===== config.mk =====
export PLATFORM = sky130hd
export DESIGN_NAME = galaga_shot_ctrl
export DESIGN_NICKNAME = d
export VERILOG_FILES = /design/src/rtl/galaga_shot_ctrl_pkg.sv /design/src/rtl/galaga_shot_ctrl_edge_rise.sv /design/src/rtl/galaga_shot_ctrl.sv
export SDC_FILE = /design/constraint.sdc
export NUM_CORES = 1
export LEC_CHECK = 0
export BUFFER_PORTS_ARGS = -buffer_cell sky130_fd_sc_hd__buf_2
export CORE_UTILIZATION = 48
export DETAILED_ROUTE_END_ITERATION = 8
export GPL_TIMING_DRIVEN = 0
export PLACE_DENSITY_LB_ADDON = 0.3
export SLEW_MARGIN = 15
export SYNTH_ARGS = -nofsm -noshare
export SYNTH_HDL_FRONTEND = slang
export SYNTH_SLANG_ARGS = --single-unit

===== constraint.sdc =====
create_clock -name clk -period 1.5 [get_ports clk]
set_input_delay 0.3 -clock clk [delete_from_list [all_inputs] [get_ports clk]]
set_output_delay 0.3 -clock clk [all_outputs]
set_load 0.02 [all_outputs]

===== src/rtl/galaga_shot_ctrl_pkg.sv =====
// Shared encodings for the Galaga player-side blocks.
// Covers the controller state codes and the one-hot column codes.
package galaga_shot_ctrl_pkg;

  typedef enum logic [1:0] {
    ST_IDLE = 2'b00,
    ST_FLY  = 2'b01,
    ST_HIT  = 2'b10,
    ST_MISS = 2'b11
  } shot_state_t;

  localparam logic [2:0] COL_L    = 3'b100;
  localparam logic [2:0] COL_C    = 3'b010;
  localparam logic [2:0] COL_R    = 3'b001;
  localparam logic [2:0] COL_NONE = 3'b000;

  // The ship FSM should only ever present one column; anything else is treated as "no position".
  function automatic logic col_valid(input logic [2:0] col);
    return (col == COL_L) || (col == COL_C) || (col == COL_R);
  endfunction

endpackage


===== src/rtl/galaga_shot_ctrl_edge_rise.sv =====
// Rising-edge detector for an already-synchronous button level.
// Also usable for LEFT/RIGHT conditioning ahead of the ship FSM.
module edge_rise (
  input  logic clk,
  input  logic rst,
  input  logic din,
  output logic rise
);

  logic din_q;

  always_ff @(posedge clk or posedge rst) begin
    if (rst) din_q <= 1'b0;
    else     din_q <= din;
  end

  assign rise = din & ~din_q;

endmodule


===== src/rtl/galaga_shot_ctrl.sv =====
// Player-shot controller: launches one bullet from the ship column, steps it up at a
// prescaled rate and resolves it against the enemy row as a one-cycle HIT or MISS pulse.
module galaga_shot_ctrl
  import galaga_shot_ctrl_pkg::*;
#(
  parameter int ROWS     = 4,
  parameter int TICK_DIV = 4
) (
  input  logic                    clk,
  input  logic                    rst,
  input  logic                    fire,
  input  logic                    l,
  input  logic                    c,
  input  logic                    r,
  input  logic [2:0]              enemy,
  output logic                    shot_act,
  output logic [2:0]              shot_col,
  output logic [$clog2(ROWS)-1:0] shot_row,
  output logic                    hit,
  output logic [2:0]              hit_col,
  output logic                    miss,
  output logic [1:0]              sp
);

  localparam int RW = $clog2(ROWS);
  localparam int TW = (TICK_DIV > 1) ? $clog2(TICK_DIV) : 1;

  shot_state_t   state;
  logic [TW-1:0] tick;
  logic          fire_rise;
  logic [2:0]    pos;
  logic          last_tick;
  logic          top_row;

  edge_rise u_fire_edge (
    .clk  (clk),
    .rst  (rst),
    .din  (fire),
    .rise (fire_rise)
  );

  assign pos       = {l, c, r};
  assign last_tick = (tick == TW'(TICK_DIV - 1));
  assign top_row   = (shot_row == RW'(ROWS - 1));
  assign sp        = state;

  // Pulses default low each cycle; the column is latched at launch so ship moves never steer it.
  always_ff @(posedge clk or posedge rst) begin
    if (rst) begin
      state    <= ST_IDLE;
      tick     <= '0;
      shot_act <= 1'b0;
      shot_col <= COL_NONE;
      shot_row <= '0;
      hit      <= 1'b0;
      hit_col  <= COL_NONE;
      miss     <= 1'b0;
    end else begin
      hit     <= 1'b0;
      miss    <= 1'b0;
      hit_col <= COL_NONE;
      case (state)
        ST_IDLE: begin
          if (fire_rise && col_valid(pos)) begin
            state    <= ST_FLY;
            shot_act <= 1'b1;
            shot_col <= pos;
            shot_row <= '0;
            tick     <= '0;
          end
        end
        ST_FLY: begin
          if (last_tick) begin
            tick <= '0;
            if (top_row) begin
              shot_act <= 1'b0;
              shot_col <= COL_NONE;
              shot_row <= '0;
              // Enemy mask is only looked at on this terminal edge.
              if ((shot_col & enemy) != 3'b000) begin
                state   <= ST_HIT;
                hit     <= 1'b1;
                hit_col <= shot_col;
              end else begin
                state <= ST_MISS;
                miss  <= 1'b1;
              end
            end else begin
              shot_row <= shot_row + 1'b1;
            end
          end else begin
            tick <= tick + 1'b1;
          end
        end
        ST_HIT, ST_MISS: begin
          state <= ST_IDLE;
        end
        default: begin
          state <= ST_IDLE;
        end
      endcase
    end
  end

endmodule


==> impl_metrics.env <==
export IMPL_status="completed"
export IMPL_synth_cells=61
export IMPL_synth_distinct_cells=24
export IMPL_peakVddDrop_mv=0.878
export IMPL_track_usage=0.205
export IMPL_finalCriticalPeriod_ns=1.32
export IMPL_arrival_ns=1.51
export IMPL_layout_worst_path_cycle_share=0.883
export IMPL_cts_buffers=3
export IMPL_yosysWarnings=0
export IMPL_clock_latency_ns=0.28
export IMPL_start_util=0.533
export IMPL_postCtsResizedCells=0
export IMPL_dieHeight_um=40.5
export IMPL_critPathBufInv=0
export IMPL_vias=552
export IMPL_syn_nets=72
export IMPL_drt_initial_drc_count=10
export IMPL_yosysMostFrequentCell="dfrtp_1"
export IMPL_grt_overflow_total=0
export IMPL_path_clk_slew_ns=0.09
export IMPL_ys_flop_type="dfrtp_1"
export IMPL_fin_skew_ns=0.000575
export IMPL_core_area_sq_mm=0.00133
export IMPL_setup_violations=0
export IMPL_layout_drive_gt1_share=0.349
export IMPL_crit_chain="a222oi_1, nor2_2, and2_1"
export IMPL_wl_um=1280
export IMPL_worstSetupPathType="flip-flop to flip-flop"
export IMPL_syn_to_final_growth_pct=22.5
export IMPL_fmax_ghz=0.755
export IMPL_yosysTopAreaCellShare=0.563
export IMPL_synth_common_cells="dfrtp_1 (16), nand2_1 (10), inv_1 (5)"
export IMPL_async_flop_share=1.00
export IMPL_routed_via_density=5.47
export IMPL_cts_max_path_buffers=2
export IMPL_top_layer="met4"
export IMPL_drv_slew=0
export IMPL_first_pass_iters=4
export IMPL_wl_met3_um=55
export IMPL_netlist_area_sq_um=711
export IMPL_synth_edf_count=0
export IMPL_grt_pass1_wl_um=2060
export IMPL_grt_antenna_before_repair=0
export IMPL_cp_slowest_cell="a222oi_1"
export IMPL_critical_path_max_fanout=4
export IMPL_max_cap_violations=0
export IMPL_crit_required_ns=1.68
export IMPL_gp_congestion=0.720
export IMPL_hold_class="primary input to async pin"
export IMPL_p_leak_nw=0.495
export IMPL_worst_path_largest_cell_delay_ns=0.53
export IMPL_cp_end_kind="flip-flop"
export IMPL_numPortBuffers=21
export IMPL_dr_wl_met2_um=655
export IMPL_finalNetCount=98
export IMPL_rows=13
export IMPL_hold_viol=0
export IMPL_postCtsHoldBufs=0
export IMPL_postCtsSetupBuffers=0
export IMPL_powerDensity_mw_per_mm2=1770
export IMPL_worst_pin_slew_ns=0.573
export IMPL_dieWidth_um=40.5
export IMPL_netlist_top_cells_area="dfrtp_1 (56%), mux2i_1 (5.6%), nand2_1 (5.3%)"
export IMPL_synth_top_cell_by_area="dfrtp_1"
export IMPL_ant_nets=0
export IMPL_die_area_sq_mm=0.00164
export IMPL_final_util=0.653
export IMPL_yosys_register_bits=16
export IMPL_met1_length_um=557
export IMPL_rsz0062_at_grt="no"
export IMPL_drc=0
export IMPL_max_slew_margin=0.618
export IMPL_top_level_ports=22
export IMPL_drt_wirelength_per_cell_um=12.7
export IMPL_diodes=0
export IMPL_grt_max_degree=17
export IMPL_ys_seq_area_frac=0.563
export IMPL_htree_num_levels=1
export IMPL_finalSetupTns_ns=0
export IMPL_cp_top_family="compound AO/OA/AOI/OAI gates"
export IMPL_cts_sinks=16
export IMPL_cts_root_buf="clkbuf_4"
export IMPL_syn_avg_cell_area_sq_um=11.7
export IMPL_startpoint_type="flip-flop"
export IMPL_cts_tree="built"
export IMPL_grt_pass1_vias=468
## registers in the layout (all words and copies together), names as in the netlist
| name | cells |
|---|---|
| shot_row | 2 |
| shot_col | 3 |
| shot_act | 1 |
| miss | 1 |
| tick | 2 |
| u_fire_edge.din_q | 1 |
| sp | 2 |
| hit_col | 3 |
| hit | 1 |
## cells in the final DEF, fill, tap and decap left out, drive strengths merged
master | synthesis | routed
a222oi | 1 | 1
inv | 6 | 6
nor2b | 2 | 2
o22a | 1 | 1
nor2 | 2 | 2
buf | 0 | 21
nand2 | 10 | 10
nand2b | 1 | 1
ha | 2 | 2
clkbuf | 0 | 4
or3 | 1 | 1
o21ai | 4 | 4
o211a | 1 | 1
dfrtp | 16 | 16
nor3b | 1 | 1
nor4bb | 1 | 1
o22ai | 1 | 1
a31oi | 1 | 1
mux2i | 4 | 4
xor2 | 1 | 1
nand4b | 1 | 1
and2 | 3 | 3
o2111ai | 1 | 1
## layer usage
layer  vias up  global-route usage
li1        262                   -
met1       273               0.247
met2        15               0.313
met3         2              0.0833
met4         0               0.100
met5         -                   0
## cells by family after synthesis
group	Yosys count	share of synthesized area
multiplexers	4	0.0563
buffers and inverters	6	0.0317
flip-flops	16	0.563
adder cells (fa/ha/maj)	2	0.0352
XOR/XNOR	1	0.0123
AO/OA/AOI/OAI	10	0.107
AND/OR/NAND/NOR	22	0.194
## through the flow
step / cells / power (mW) / hold slack (ns) / worst slack, ns / area, sq um
after floorplan: 61 / 1.08 / 0.214 / 0.222 / 711
after global placement: 97 / 1.23 / 0.390 / 0.223 / 835
after detailed placement: 97 / 1.27 / 0.385 / 0.182 / 835
after CTS: 101 / 1.55 / 0.0716 / 0.169 / 871
after global routing: 101 / 1.65 / 0.108 / 0.0391 / 871
final: 101 / 1.54 / 0.0553 / 0.176 / 871
## power breakdown
part           switching, mW  internal (mW)  leakage [nW]
registers              0.110          0.556         0.201
logic                  0.351          0.237         0.274
clock network          0.136          0.148        0.0210
## cell type report
type                       count  area [sq um]
clock buffer                   4          36.3
fill                         119           463
inverter                       6          22.5
multi-input combinational     39           288
sequential                    16           400
tap                           15          18.8
timing repair buffer          21           105
## path summary, 6_finish.rpt
kind                        startpoint           endpoint  slack [ns]  cells after the start
max                        shot_col[0]         hit_col[2]        0.18                      3
min                                rst         hit_col[0]        0.06                      2
max reg2reg                shot_col[0]         hit_col[2]        0.18                      3
min reg2reg                   shot_act           shot_act        0.52                      2
max in group asynchronous          rst  u_fire_edge.din_q        1.07                      2
min in group clk                  fire  u_fire_edge.din_q        0.13                      1
(Power assumes the default switching activity.)
